`src/rtl/glitch_cmd_decoder.sv`:
```
// rtl/glitch_cmd_decoder.sv - byte-stream command decoder driving glitcher registers
// Optional inter-byte timeout: define GLITCH_CMD_TIMEOUT_EN.
module glitch_cmd_decoder #(
    parameter int unsigned TIMEOUT_CYCLES = 16000
) (
    input  logic        i_Clk,
    input  logic        i_Rst,
    input  logic        i_RX_DV,
    input  logic [7:0]  i_RX_Byte,
    output logic        o_TX_DV,
    output logic [7:0]  o_TX_Byte,
    input  logic        i_TX_Ready,
    output logic        o_glitch_delay_DV,
    output logic [31:0] o_glitch_delay,
    output logic        o_glitch_duration_DV,
    output logic [31:0] o_glitch_duration,
    output logic        o_glitch_ctrl_DV,
    output logic [7:0]  o_glitch_ctrl,
    input  logic [31:0] i_glitch_status,
    output logic        o_Overrun,
    output logic        o_Timeout
);

    typedef enum logic [1:0] {
        S_IDLE    = 2'd0,
        S_PAYLOAD = 2'd1,
        S_TX      = 2'd2
    } state_t;

    localparam logic [7:0] OP_SET_DELAY    = 8'h01;
    localparam logic [7:0] OP_SET_DURATION = 8'h02;
    localparam logic [7:0] OP_SET_CTRL     = 8'h03;
    localparam logic [7:0] OP_GET_STATUS   = 8'h04;
    localparam logic [7:0] BYTE_ACK        = 8'hA5;
    localparam logic [7:0] BYTE_NAK        = 8'hEE;

    state_t      state_q, state_d;
    logic [7:0]  op_q, op_d;
    logic [2:0]  cnt_q, cnt_d;
    logic [31:0] asm_q, asm_d;
    logic [31:0] tx_sh_q, tx_sh_d;
    logic [2:0]  tx_cnt_q, tx_cnt_d;
    logic [31:0] delay_q, delay_d;
    logic [31:0] duration_q, duration_d;
    logic [7:0]  ctrl_q, ctrl_d;
    logic        delay_dv_q, delay_dv_d;
    logic        duration_dv_q, duration_dv_d;
    logic        ctrl_dv_q, ctrl_dv_d;
    logic        overrun_q, overrun_d;
    logic        timeout_q, timeout_d;
    logic [31:0] asm_next;
    logic        tmo_hit;

    assign asm_next = {asm_q[23:0], i_RX_Byte};

`ifdef GLITCH_CMD_TIMEOUT_EN
    localparam int TMO_W = $clog2(TIMEOUT_CYCLES + 1);
    logic [TMO_W-1:0] tmo_q;

    // Counter only runs while a frame is partially assembled.
    always_ff @(posedge i_Clk) begin
        if (i_Rst || i_RX_DV || state_q != S_PAYLOAD) begin
            tmo_q <= '0;
        end else begin
            tmo_q <= tmo_q + TMO_W'(1);
        end
    end

    assign tmo_hit = (state_q == S_PAYLOAD) && (tmo_q == TMO_W'(TIMEOUT_CYCLES - 1));
`else
    logic unused_tmo_cfg;
    assign unused_tmo_cfg = ^TIMEOUT_CYCLES;
    assign tmo_hit = 1'b0;
`endif

    always_comb begin
        state_d       = state_q;
        op_d          = op_q;
        cnt_d         = cnt_q;
        asm_d         = asm_q;
        tx_sh_d       = tx_sh_q;
        tx_cnt_d      = tx_cnt_q;
        delay_d       = delay_q;
        duration_d    = duration_q;
        ctrl_d        = ctrl_q;
        delay_dv_d    = 1'b0;
        duration_dv_d = 1'b0;
        ctrl_dv_d     = 1'b0;
        overrun_d     = 1'b0;
        timeout_d     = 1'b0;
        case (state_q)
            S_IDLE: begin
                if (i_RX_DV) begin
                    case (i_RX_Byte)
                        OP_SET_DELAY, OP_SET_DURATION: begin
                            op_d    = i_RX_Byte;
                            cnt_d   = 3'd4;
                            state_d = S_PAYLOAD;
                        end
                        OP_SET_CTRL: begin
                            op_d    = i_RX_Byte;
                            cnt_d   = 3'd1;
                            state_d = S_PAYLOAD;
                        end
                        OP_GET_STATUS: begin
                            tx_sh_d  = i_glitch_status;
                            tx_cnt_d = 3'd4;
                            state_d  = S_TX;
                        end
                        default: begin
                            tx_sh_d  = {BYTE_NAK, 24'h0};
                            tx_cnt_d = 3'd1;
                            state_d  = S_TX;
                        end
                    endcase
                end
            end
            S_PAYLOAD: begin
                // A byte landing on the timeout cycle is dropped with the frame.
                if (tmo_hit) begin
                    timeout_d = 1'b1;
                    state_d   = S_IDLE;
                end else if (i_RX_DV) begin
                    asm_d = asm_next;
                    cnt_d = cnt_q - 3'd1;
                    if (cnt_q == 3'd1) begin
                        case (op_q)
                            OP_SET_DELAY: begin
                                delay_d    = asm_next;
                                delay_dv_d = 1'b1;
                            end
                            OP_SET_DURATION: begin
                                duration_d    = asm_next;
                                duration_dv_d = 1'b1;
                            end
                            default: begin
                                ctrl_d    = asm_next[7:0];
                                ctrl_dv_d = 1'b1;
                            end
                        endcase
                        tx_sh_d  = {BYTE_ACK, 24'h0};
                        tx_cnt_d = 3'd1;
                        state_d  = S_TX;
                    end
                end
            end
            S_TX: begin
                overrun_d = i_RX_DV;
                if (i_TX_Ready) begin
                    tx_sh_d  = {tx_sh_q[23:0], 8'h00};
                    tx_cnt_d = tx_cnt_q - 3'd1;
                    if (tx_cnt_q == 3'd1) begin
                        state_d = S_IDLE;
                    end
                end
            end
            default: state_d = S_IDLE;
        endcase
    end

    always_ff @(posedge i_Clk) begin
        if (i_Rst) begin
            state_q       <= S_IDLE;
            op_q          <= 8'h00;
            cnt_q         <= 3'd0;
            asm_q         <= 32'h0;
            tx_sh_q       <= 32'h0;
            tx_cnt_q      <= 3'd0;
            delay_q       <= 32'h0;
            duration_q    <= 32'h0;
            ctrl_q        <= 8'h00;
            delay_dv_q    <= 1'b0;
            duration_dv_q <= 1'b0;
            ctrl_dv_q     <= 1'b0;
            overrun_q     <= 1'b0;
            timeout_q     <= 1'b0;
        end else begin
            state_q       <= state_d;
            op_q          <= op_d;
            cnt_q         <= cnt_d;
            asm_q         <= asm_d;
            tx_sh_q       <= tx_sh_d;
            tx_cnt_q      <= tx_cnt_d;
            delay_q       <= delay_d;
            duration_q    <= duration_d;
            ctrl_q        <= ctrl_d;
            delay_dv_q    <= delay_dv_d;
            duration_dv_q <= duration_dv_d;
            ctrl_dv_q     <= ctrl_dv_d;
            overrun_q     <= overrun_d;
            timeout_q     <= timeout_d;
        end
    end

    assign o_TX_DV              = (state_q == S_TX);
    assign o_TX_Byte            = tx_sh_q[31:24];
    assign o_glitch_delay_DV    = delay_dv_q;
    assign o_glitch_delay       = delay_q;
    assign o_glitch_duration_DV = duration_dv_q;
    assign o_glitch_duration    = duration_q;
    assign o_glitch_ctrl_DV     = ctrl_dv_q;
    assign o_glitch_ctrl        = ctrl_q;
    assign o_Overrun            = overrun_q;
    assign o_Timeout            = timeout_q;

endmodule
```
`config.mk`:
```
export PLATFORM = sky130hd
export DESIGN_NAME = glitch_cmd_decoder
export DESIGN_NICKNAME = d
export VERILOG_FILES = /design/src/rtl/glitch_cmd_decoder.sv
export SDC_FILE = /design/constraint.sdc
export NUM_CORES = 1
export LEC_CHECK = 0
export ABC_AREA = 1
export CORE_MARGIN = 5
export CORE_UTILIZATION = 40
export DETAILED_ROUTE_END_ITERATION = 16
export PLACE_DENSITY = 0.65
export SYNTH_ARGS = -nofsm -noshare
export SYNTH_HDL_FRONTEND = slang
export SYNTH_SLANG_ARGS = --single-unit
```
`constraint.sdc`:
```
create_clock -name i_Clk -period 4.8 [get_ports i_Clk]
set_clock_uncertainty 0.1 [all_clocks]
set_input_delay 0.96 -clock i_Clk [delete_from_list [all_inputs] [get_ports i_Clk]]
set_output_delay 0.96 -clock i_Clk [all_outputs]
set_load 0.005 [all_outputs]
```
==> impl_results.md <==
- H-tree lvl count: 4
- Placer Congestion: ~0.8
- Net Sw Frac: a little over a quarter
- Hold-fix buffers, CTS: 0
- Seq pwr share: 42.5%
- # IOs: 130
- PwrDens: approximately 400 nW/um2
- Worst setup EP type: flip-flop
- Clk pwr share: 42.4%
- Via/cell ratio: between 4 and 5
- Final core area utilization: between 50 and 60%
- Final Max Slew Viols: 0
- Yosys top cell area share: a little under 50%
- Setup bufs post-CTS: 0
- Antenna Violating Nets Remaining: 0
- Die height: 133 um
- Combinational share of power: between 10% and 20%
- Worst slew margin: around 38%
- Antenna violations before repair: 0
- R2R cell count: 6
- FMAX: roughly 0.34 GHz
- Worst Path Max Fanout: 64
- DR pass1 iterations: 4
- Worst Hold Class: reg2reg
- Psw: ~0.83 mW
- Die X: about 130 um
- Hold path depth: 2
- Setup TNS: 0 ns
- Outcome: complete, no violations
- CTS tree: built
- Critical Path Max Stage Delay: between 0.7 and 0.8 ns
- Distinct cells, synth: 27
- Setup violators final: 0
- DPL Wire Length: around 10,000 um
- Total inserted antenna cells: 0
- Part of the cycle the worst path needs: between 60% and 70%
- Worst Path Arrival: ~3.1 ns
- Layout cells sized above 1: between 4 and 5%
- Initial drt markers: about 360
- Worst skew pair latency: 0.43 ns
- Syn avg cell area: approximately 7.0 um2
- Post-cts resize count: 0
- Clock-pin slew on the worst setup and hold paths: approximately 0.060 ns
- Clk buf depth: 2
- Crit start category: input port
- Hold_ws: between 0.3 and 0.4 ns
- Int Pwr: around 2.3 mW
- Die ar.: approximately 18,000 um2
- Hold Vio Cnt, Final: 0
- Total global-route track usage: ~17%
- Layout area overhead: 30.2%
- Buffers & Inverters on Critical Path: 3
- RSZ-0062 raised after global routing: false
- Post-synthesis sequential area ratio: between 40% and 50%
- Crit path depth: 4
- Peak VDD IR: approximately 280 uV
- Dominant cell type by area after synthesis: dfxtp_1
- Rows: 45
- Total grt overflow: 0
- TritonCTS Sinks: around 150
- Drt wl/cell: roughly 13 um
- Routed wire length: 15,200 um
- Root Buffer: clkbuf_16
- Final Power: approximately 3.2 mW
- Yosys warnings: 0
- Worst-Margin Slew: a little over 0.9 ns
- WP data required: 5.02 ns
- Tmin final: slightly below 3 ns
- Post-Syn Area: 6090 um2
- Max cap viols: 0
- Vias in the first global route: 4,878
- Synth Instances: just under 900
- Initial core utilization: 40.4%
- CTS buffer count: 17
- Yosys reg bits: between 100 and 150
- Placed insts: around 1,100
- Largest net degree at the start of global routing: 65
- Global-route wire length before repair: around 25,000 um
- Non-Filler Instances: roughly 1,200
- Area of the core: roughly 15,000 um2
- Syn Nets: a little over 900
- Routed via count: 5,432
- Number of port buffers: 128
- Crit path cell chain: clkdlybuf4s50_1 -> clkinv_2 -> buf_4 -> and3_1
- Critical path class: in2reg
- Fin nets: around 1,000
- Fillers: about 1,500
- Leak Pwr: 3.29 nW
- Worst path top cell family by delay: buffers and inverters
- Residual DRC: 0
- Synth top area cells: dfxtp_1, nor2_1, o21ai_0
- Slowest CP cell: clkdlybuf4s50_1
-- path summary, 6_finish.rpt --
check | end | start | slack [ns]
worst max-delay path | op_q[2]$_SDFFE_PP0P_ | i_Rst | 1.89
worst min-delay path | op_q[4]$_SDFFE_PP0P_ | op_q[4]$_SDFFE_PP0P_ | 0.34
worst max register to register | asm_q[3]$_SDFFE_PP0P_ | state_q[1]$_SDFFE_PP0P_ | 2.31
worst min register to register | op_q[4]$_SDFFE_PP0P_ | op_q[4]$_SDFFE_PP0P_ | 0.34
-- worst min-delay path, cell delays in order, from the launching register on --
cell     delay [ns]
dfxtp_1        0.30
inv_1          0.06
nor3_1         0.05
-- per-stage QoR --
step	area, um2	setup WS, ns
2_1_floorplan	6090	2.79
3_3_place_gp	7340	1.52
3_5_place_dp	7340	1.48
4_1_cts	7930	1.91
5_1_grt	7930	1.73
6_report	7930	1.89
-- cell usage after synthesis --
cell type and count:
o21ai_1 2, nor2_1 295, clkinv_1 2, nor2_2 1
nand3_1 23, nand3b_1 2, inv_1 64, clkbuf_2 2
conb_1 1, nand2_1 119, buf_4 10, and3_1 4
buf_2 15, inv_2 2, o21ai_0 113, a21oi_1 15
buf_6 6, nand3_2 3, nor3_2 1, nand2_2 2
buf_1 2, nor3_1 6, nand4_1 2, dfxtp_1 148
nor2_4 1, ha_1 7, clkbuf_1 20
-- registers in the layout (all words and copies together) (netlist names) --
register,flops
o_Overrun,1
o_glitch_delay,32
tx_sh_q,32
o_glitch_ctrl_DV,1
cnt_q,3
op_q,8
o_glitch_duration_DV,1
o_glitch_delay_DV,1
o_glitch_duration,32
asm_q,24
tx_cnt_q,3
state_q,2
o_glitch_ctrl,8
-- power by group through the flow --
| stage | Combinational [mW] | Sequential [mW] | Clock (mW) |
|---|---|---|---|
| 2_1_floorplan | 0.364 | 1.37 | 0 |
| 5_1_grt | 0.560 | 1.36 | 1.41 |
| 4_1_cts | 0.487 | 1.35 | 1.36 |
| 3_5_place_dp | 0.482 | 1.38 | 0 |
| 3_3_place_gp | 0.481 | 1.37 | 0 |
| 6_report | 0.481 | 1.35 | 1.34 |
-- layout by cell type, fill, tap and decap left out, drive strengths merged --
master and instances:
nor2 297, dfxtp 148, clkdlybuf4s50 128, nand2 121, o21ai 115, inv 67
nand3 26, clkbuf 25, a21oi 15, ha 7, nor3 7, buf 6
and3 4, clkinv 4, bufinv 3, nand4 2, nand3b 2, conb 1
clkinvlp 1
-- final cells by class --
class / count / area, um2 / area share [%]
sequential: 148 / 2960 / 37.4
timing repair buffer: 134 / 1330 / 16.7
multi-input combinational: 597 / 2560 / 32.3
clock buffer: 25 / 465 / 5.87
tap: 188 / 235 / 2.97
inverter: 68 / 256 / 3.23
clock inverter: 7 / 120 / 1.51
-- metal layers --
metal | global-route usage [%] | routed length (um) | vias to the layer above | share of wire (%)
li1 | - | - | 2883 | -
met1 | 23.0 | 7300 | 2409 | 48
met2 | 27.5 | 7010 | 124 | 46
met3 | 5.40 | 771 | 16 | 5.1
met4 | 5.31 | 161 | 0 | 1.1
met5 | 0 | 0 | - | 0
-- cells by family after synthesis --
group,synth area share [%]
buffers and inverters,9.28
flip-flops,48.6
AO/OA/AOI/OAI,10.7
AND/OR/NAND/NOR,29.9
adder cells (fa/ha/maj),1.44
other,0.0616
(Power assumes the default switching activity.)
